`config.mk`:
```
export PLATFORM = sky130hd
export DESIGN_NAME = uart_tx_flat
export DESIGN_NICKNAME = d
export VERILOG_FILES = /design/src/rtl/uart_pkg.sv /design/src/rtl/uart_tx_if.sv /design/src/rtl/uart_baud_tick.sv /design/src/rtl/uart_tx.sv /design/src/flat_wrapper.sv
export SDC_FILE = /design/constraint.sdc
export NUM_CORES = 1
export LEC_CHECK = 0
export CAP_MARGIN = 10
export CORE_MARGIN = 2
export CORE_UTILIZATION = 30
export DETAILED_ROUTE_END_ITERATION = 10
export DONT_BUFFER_PORTS = 1
export MAX_ROUTING_LAYER = met4
export RECOVER_POWER = 50
export SYNTH_ARGS = -nofsm -noshare
export SYNTH_HDL_FRONTEND = slang
export SYNTH_SLANG_ARGS = --single-unit
```
`constraint.sdc`:
```
create_clock -name clock -period 2.7 [get_ports clock]
set_input_delay 0.405 -clock clock [delete_from_list [all_inputs] [get_ports clock]]
set_output_delay 0.405 -clock clock [all_outputs]
set_load 0.02 [all_outputs]
```
`src/rtl/uart_pkg.sv`:
```
// uart_pkg: shared UART defaults, bit-period helper and transmitter state type
package uart_pkg;
    localparam int DEF_CLK_FREQ = 100_000_000;
    localparam int DEF_BAUD = 115200;
    typedef enum logic [1:0] {IDLE, START, DATA, STOP} tx_state_t;
    function automatic int bit_cycles(input int clk_freq, input int baud);
        return clk_freq / baud;
    endfunction
endpackage

```
`src/rtl/uart_tx_if.sv`:
```
// uart_tx_if: byte request/status handshake and serial line of the UART transmitter
interface uart_tx_if;
    logic [7:0] tx_data;
    logic tx_send;
    logic tx_busy;
    logic tx_done;
    logic tx;
    modport master (output tx_data, tx_send, input tx_busy, tx_done, tx);
    modport slave (input tx_data, tx_send, output tx_busy, tx_done, tx);
endinterface

```
`src/rtl/uart_baud_tick.sv`:
```
// uart_baud_tick: bit-period timer, ticks for one cycle at count BIT_CYCLES-1
module uart_baud_tick #(
    parameter int BIT_CYCLES = 868
) (
    input  logic clock,
    input  logic enable,
    input  logic clear,
    output logic tick
);
    localparam int W = $clog2(BIT_CYCLES);
    logic [W-1:0] count;
    assign tick = enable && count == W'(BIT_CYCLES - 1);
    // count while enabled, wrap on each bit boundary, clear on new frame or reset
    always_ff @(posedge clock) begin
        if (clear) count <= '0;
        else if (enable) count <= tick ? '0 : count + 1'b1;
    end
endmodule

```
`src/rtl/uart_tx.sv`:
```
// uart_tx: 8N1 UART transmitter with registered line output
module uart_tx
    import uart_pkg::*;
#(
    parameter int CLK_FREQ = DEF_CLK_FREQ,
    parameter int BAUD = DEF_BAUD
) (
    input logic clock,
    input logic reset,
    uart_tx_if.slave bus
);
    localparam int BIT_CYCLES = bit_cycles(CLK_FREQ, BAUD);
    if (BIT_CYCLES < 2) begin : g_bit_cycles_check
        $error("uart_tx: BIT_CYCLES must be at least 2");
    end
    tx_state_t state, next_state;
    logic [7:0] shreg, shreg_d;
    logic [2:0] idx;
    logic tick, accept, tx_d, done_d, tx_q, done_q;
    assign accept = state == IDLE && bus.tx_send;
    uart_baud_tick #(.BIT_CYCLES(BIT_CYCLES)) u_baud (
        .clock (clock),
        .enable(state != IDLE),
        .clear (reset || accept),
        .tick  (tick)
    );
    // state register
    always_ff @(posedge clock) begin
        state <= reset ? IDLE : next_state;
    end
    // next state: each phase lasts whole bit periods, DATA lasts eight of them
    always_comb begin
        next_state = state == IDLE  ? (bus.tx_send ? START : IDLE) :
                     state == START ? (tick ? DATA : START) :
                     state == DATA  ? (tick && idx == 3'd7 ? STOP : DATA) :
                                      (tick ? IDLE : STOP);
    end
    // outputs: line level is computed for the next state so it can be registered
    always_comb begin
        shreg_d = accept ? bus.tx_data : (state == DATA && tick) ? {1'b0, shreg[7:1]} : shreg;
        tx_d = next_state == DATA ? shreg_d[0] : next_state != START;
        done_d = state == STOP && tick;
    end
    // datapath registers: shift register, bit index, glitch-free line and done pulse
    always_ff @(posedge clock) begin
        if (reset) begin
            shreg <= '0;
            idx <= '0;
            tx_q <= 1'b1;
            done_q <= 1'b0;
        end else begin
            shreg <= shreg_d;
            idx <= accept ? 3'd0 : (state == DATA && tick) ? idx + 3'd1 : idx;
            tx_q <= tx_d;
            done_q <= done_d;
        end
    end
    assign bus.tx = tx_q;
    assign bus.tx_busy = state != IDLE;
    assign bus.tx_done = done_q;
endmodule

```
`src/flat_wrapper.sv`:
```
// flat-port wrapper written by rule: the top's interface ports become plain ports
module uart_tx_flat import uart_pkg::*;
#(
    parameter int CLK_FREQ = DEF_CLK_FREQ,
    parameter int BAUD = DEF_BAUD
)
  (clock, reset, bus_tx_data, bus_tx_send, bus_tx_busy, bus_tx_done, bus_tx);
  uart_tx_if bus_i ();
  input logic clock;
  input logic reset;
  input wire logic [$bits(bus_i.tx_data)-1:0] bus_tx_data;
  input wire logic [$bits(bus_i.tx_send)-1:0] bus_tx_send;
  output wire logic [$bits(bus_i.tx_busy)-1:0] bus_tx_busy;
  output wire logic [$bits(bus_i.tx_done)-1:0] bus_tx_done;
  output wire logic [$bits(bus_i.tx)-1:0] bus_tx;
  assign bus_i.tx_data = bus_tx_data;
  assign bus_i.tx_send = bus_tx_send;
  assign bus_tx_busy = bus_i.tx_busy;
  assign bus_tx_done = bus_i.tx_done;
  assign bus_tx = bus_i.tx;
  uart_tx #(.CLK_FREQ(CLK_FREQ), .BAUD(BAUD)) u_core (.clock(clock), .reset(reset), .bus(bus_i));
endmodule
```
# Yosys cells after proc, flatten, opt, wreduce, memory -nomap -nowiden
# Index checks and enable logic that the tools add are counted.
[totals] out_inout_bits=3 regBits=25 elab_cells=37
[op_classes] n_addsub=2 n_mux=11 n_reduce_logical=10 n_eq_ne=7
[ops] cell="8-bit two-way mux" n=2
[ops] cell="10-bit by 1-bit adder with 10-bit output, second input constant" n=1
[ops] cell="10-bit equality test, second input constant" n=1
[ops] cell="10-bit two-way mux" n=1
[ops] cell="2-bit two-way mux" n=5
[ops] cell="2-bit equality test, second input constant" n=3
[ops] cell="1-bit logical AND" n=5
[ops] cell="2-bit nonzero test" n=2
[ops] cell="3-bit by 1-bit adder with 3-bit output, second input constant" n=1
[ops] cell="3-bit equality test, second input constant" n=1
[ops] cell="1-bit two-way mux" n=3
[ops] cell="2-bit by 1-bit equality test with 1-bit output, second input constant" n=1
[ops] cell="2-bit logical NOT" n=1
[ops] cell="2-bit by 1-bit != test with 1-bit output, second input constant" n=1
[ops] cell="2-bit OR reduction" n=1
[ops] cell="1-bit logical OR" n=1

# Longest topological paths before layout
[logic_depth] word_depth=9 depth_mapped=7 ltp_nobuf=7

# Modules after synthesis
# A second synthesis with hierarchy kept.
[unflattened] cells_unflattened=129 area_unflattened_um2=1178.6
[modules_own_cells] module="uart_tx" cells_each=76 area_per_inst_um2=696.9 seq_area_each_um2=300.3 instances=1
[modules_own_cells] module="uart_baud_tick" cells_each=53 area_per_inst_um2=481.7 seq_area_each_um2=200.2 instances=1

# Least setup slack after synthesis
# No wires, ideal clock.
[synth_path] path_kind="reg-to-reg" startpoint="register u_core.u_baud.count[0]" endpoint="register u_core.tx_q (netlist: u_core.bus.tx)" period_less_slack_ns=1.751 setup_time_ns=0.117 required_ns=2.583 arrival_ns=1.634 stages_incl_launch_ff=7 slack_ns=0.949 n_path_buf=0 cell_sequence="dfxtp_1 > ha_1 > nor4b_4 > and4_4 > nor2_2 > a221o_1 > o22a_1"
[synth_between] elab_chain_len=9 elab_cells_between_ends=15
[synth_lines] item="from (decl)" line_no="uart_baud_tick.sv:11" source="logic [W-1:0] count;"
[synth_lines] item="from (signal assigned)" line_no="uart_baud_tick.sv:16" source="else if (enable) count <= tick ? '0 : count + 1'b1;"
[synth_lines] item="10-bit equality test (*)" line_no="uart_baud_tick.sv:12" source="assign tick = enable && count == W'(BIT_CYCLES - 1);"
[synth_lines] item="1-bit logical AND (*)" line_no="uart_baud_tick.sv:12"
[synth_lines] item="1-bit logical AND" line_no="uart_tx.sv:35" source="state == DATA ? (tick && idx == 3'd7 ? STOP : DATA) :"
[synth_lines] item="1-bit two-way mux" line_no="uart_tx.sv:35"
[synth_lines] item="2-bit two-way mux" line_no="uart_tx.sv:35"
[synth_lines] item="2-bit two-way mux" line_no="uart_tx.sv:34" source="state == START ? (tick ? DATA : START) :"
[synth_lines] item="2-bit two-way mux" line_no="uart_tx.sv:33" source="next_state = state == IDLE ? (bus.tx_send ? START : IDLE) :"
[synth_lines] item="2-bit by 1-bit != test with 1-bit output / 2-bit equality test (equally long branches)" line_no="uart_tx.sv:41" source="tx_d = next_state == DATA ? shreg_d[0] : next_state != START;"
[synth_lines] item="1-bit two-way mux (*)" line_no="uart_tx.sv:41"
[synth_lines] item="to (signal assigned)" line_no="uart_tx.sv:54" source="tx_q <= tx_d;"
[synth_lines] item="to (decl)" line_no="uart_tx.sv:19" source="logic tick, accept, tx_d, done_d, tx_q, done_q;"
# Mark *: on every way between the ends. The rest lies on a longest branch, timed or not. The select of a mux whose other input is x is not followed.
# A chain may end at the register's enable or synchronous reset.

# Worst setup path after layout
# Ends and elaborated chain as after synthesis.

==> impl_metrics.toml <==
[routing]
drc = 0
post_drt_wl_per_cell_um = 11.5
via_count = 862
dr.pass1.iters = 4
drt-total-wl_mm = 1.98
postRouteAntennaNets = 0
viasPerCell = 5.01
drt_iter0_markers = 62

[synth]
async_flop_share = 0
synthCells = 123
synth_most_common_cell = "dfxtp_1"
ys_types = 34
synth_top_area_cell = "dfxtp_1"
synth_commonest_cells = "dfxtp_1 (25), nand2_1 (15), nor2_1 (15)"
synthesis.nets = 137
synth_edf_count = 0
yosysWarnings = 0
ys_ff_latch = 25
synthFlopType = "dfxtp_1"
synthTopCellsByArea = "dfxtp_1 (45%), nand2_1 (5.0%), nor2_1 (5.0%)"
syn_area_mm2 = 0.00112
netlist.area_leader.share = 0.447
yosysSeqAreaShare = 0.447
synth.avg_cell_area_um2 = 9.09

[sta]
min_period_ps = 2260
fmax_ghz = 0.443
skew_ps = 1.36
worst_slew_pin_slew_ps = 691
relSlewSlack = 0.536
setup_viol = 0
rsz0062_at_grt = "false"
drv_slew = 0
finalCritPeriodShare = 0.835
setup-tns-final_ps = 0
hold_violations = 0

[min_path]
hold_path_depth = 1
min-delay-start = "reset"
holdPathEnd = "u_core.state[0]"
worstHoldPathType = "in -> reg"

[pwr]
p_sw_mw = 0.148
peakVddDrop_mv = 0.174
cellPowerDensity_mw_per_mm2 = 535
p_leak_nw = 0.411
internal-power_mw = 0.498
power_frac_clock = 0.343
power_frac_seq = 0.601
p_total_mw = 0.645
combinationalPowerShare = 0.057
swShare = 0.229

[clock_tree]
postCtsHoldBufs = 0
post_cts_resized = 0
clk_path_buf_depth = 2
cts_buffers = 3
clk_latency_ps = 270
cts_root_buf = "clkbuf_8"
cts_tree = "built"
clk_pin_slew_ps = 90
cts_setup_buffers = 0
cts.sinks = 25
h-tree-depth = 1

[critical_path]
rr_startpoint = "u_core.u_baud.count[0]"
cp-end-kind = "register"
crit_arrival_ps = 2420
required_ps = 2870
path_class = "reg -> reg"
worstReg2RegEnd = "u_core.bus.tx"
ff2ff_setup_slack_ps = 440
critPathMaxFanout = 12
reg2regPathDepth = 6
start_kind = "register"

[layout]
finalNonFillerCells = 172
syn_to_final_growth_pct = 7.94
antenna_cells = 0
fin_nets = 139
drive_above_1_share = 0.0565
num-fill-cells = 383

[grt]
grt_pass1_vias = 783
grt_max_degree = 17
grt_pass1_wl_mm = 3.37
antenna_found_initial = 0
grt-ovfl-total = 0
gr-usage-all-layers = 0.107

[placement]
dp.cells = 168
portBuffers = 0
dp_hpwl_mm = 1.44
gp_congestion = 0.783

[floorplan]
num_rows = 22
num_io_pins = 14
chipHeight_um = 65.1
core_mm2 = 0.00363
die_w_um = 65.1
initial_core_util = 0.308
dieArea_mm2 = 0.00423

[job]
cap_viol_max_count = 0

[run_status]
status = "completed"
-- flip-flops by register name, indices dropped and copies added, names as in the netlist --
register             flops
u_core.bus.tx            1
u_core.bus.tx_done       1
u_core.idx               3
u_core.shreg             8
u_core.state             2
u_core.u_baud.count     10
-- how the worst max path moves through the flow --
stage | start | slack [ps] | cells after the start | to
after global routing | u_core.u_baud.count[0] | 260 | 6 | u_core.bus.tx
after detailed placement | u_core.u_baud.count[0] | 640 | 6 | u_core.bus.tx
after CTS | u_core.u_baud.count[0] | 640 | 6 | u_core.bus.tx
after global placement | u_core.u_baud.count[0] | 720 | 6 | u_core.bus.tx
after floorplan | u_core.u_baud.count[0] | 950 | 6 | u_core.bus.tx
final | u_core.u_baud.count[0] | 440 | 6 | u_core.bus.tx
-- critical path, stage by stage (launching register included) --
cell	delay, ps
dfxtp_1	410
ha_1	220
nor4b_4	330
and4_1	550
nor2_2	150
a221o_1	330
o22a_1	170
-- power groups by stage --
stage | Clock (mW) | Sequential (mW) | Combinational [mW]
after floorplan | 0 | 0.394 | 0.0334
after global placement | 0 | 0.396 | 0.0359
after detailed placement | 0 | 0.396 | 0.0369
after CTS | 0.226 | 0.388 | 0.0367
after global routing | 0.243 | 0.389 | 0.0420
final | 0.221 | 0.388 | 0.0365
-- final cells by class --
class	count	area, µm²	share of cell area
Multi-Input combinational cell	92	589	0.488
Sequential cell	25	500	0.415
Tap cell	48	60.1	0.0497
Clock buffer	3	41.3	0.0342
Inverter	3	11.3	0.00933
Clock inverter	1	5.00	0.00415
-- layout by cell type, fill, tap and decap left out, types with 2 or more instances in the layout --
cell type / instances
dfxtp_1: 25
nor2_1: 15
nand2_1: 15
a21oi_1: 8
nand4_1: 7
a22oi_1: 6
xor2_1: 6
xnor2_1: 4
inv_1: 3
mux2i_1: 3
nor3_1: 3
ha_1: 3
clkbuf_8: 3
and2_1: 2
nor2b_1: 2
and4_1: 2
-- layer usage --
layer,vias up,track usage,share of wire
met5,-,-,0
met4,0,0.0859,0.033
met3,4,0.0208,0.040
met2,22,0.164,0.46
met1,401,0.122,0.47
li1,435,-,-
-- logic make-up (layout without fill, tap and decap cells) --
group,count (synthesis),after routing,synth area share
buf+inv,6,7,0.0235
flops,25,25,0.447
fa+ha+maj,3,3,0.0336
xor+xnor,10,10,0.0783
mux,3,3,0.0268
compound gates,19,19,0.108
simple gates,57,57,0.282
-- per-stage QoR --
step	cell area [µm²]	worst slack, ps	util	hold slack [ps]
after floorplan	1120	949	-	436
after global placement	1160	723	0.320	436
after detailed placement	1160	638	0.320	446
after CTS	1210	635	0.333	187
after global routing	1210	260	0.332	176
final	1210	444	0.332	194
Power figures use the tool's default switching activity.
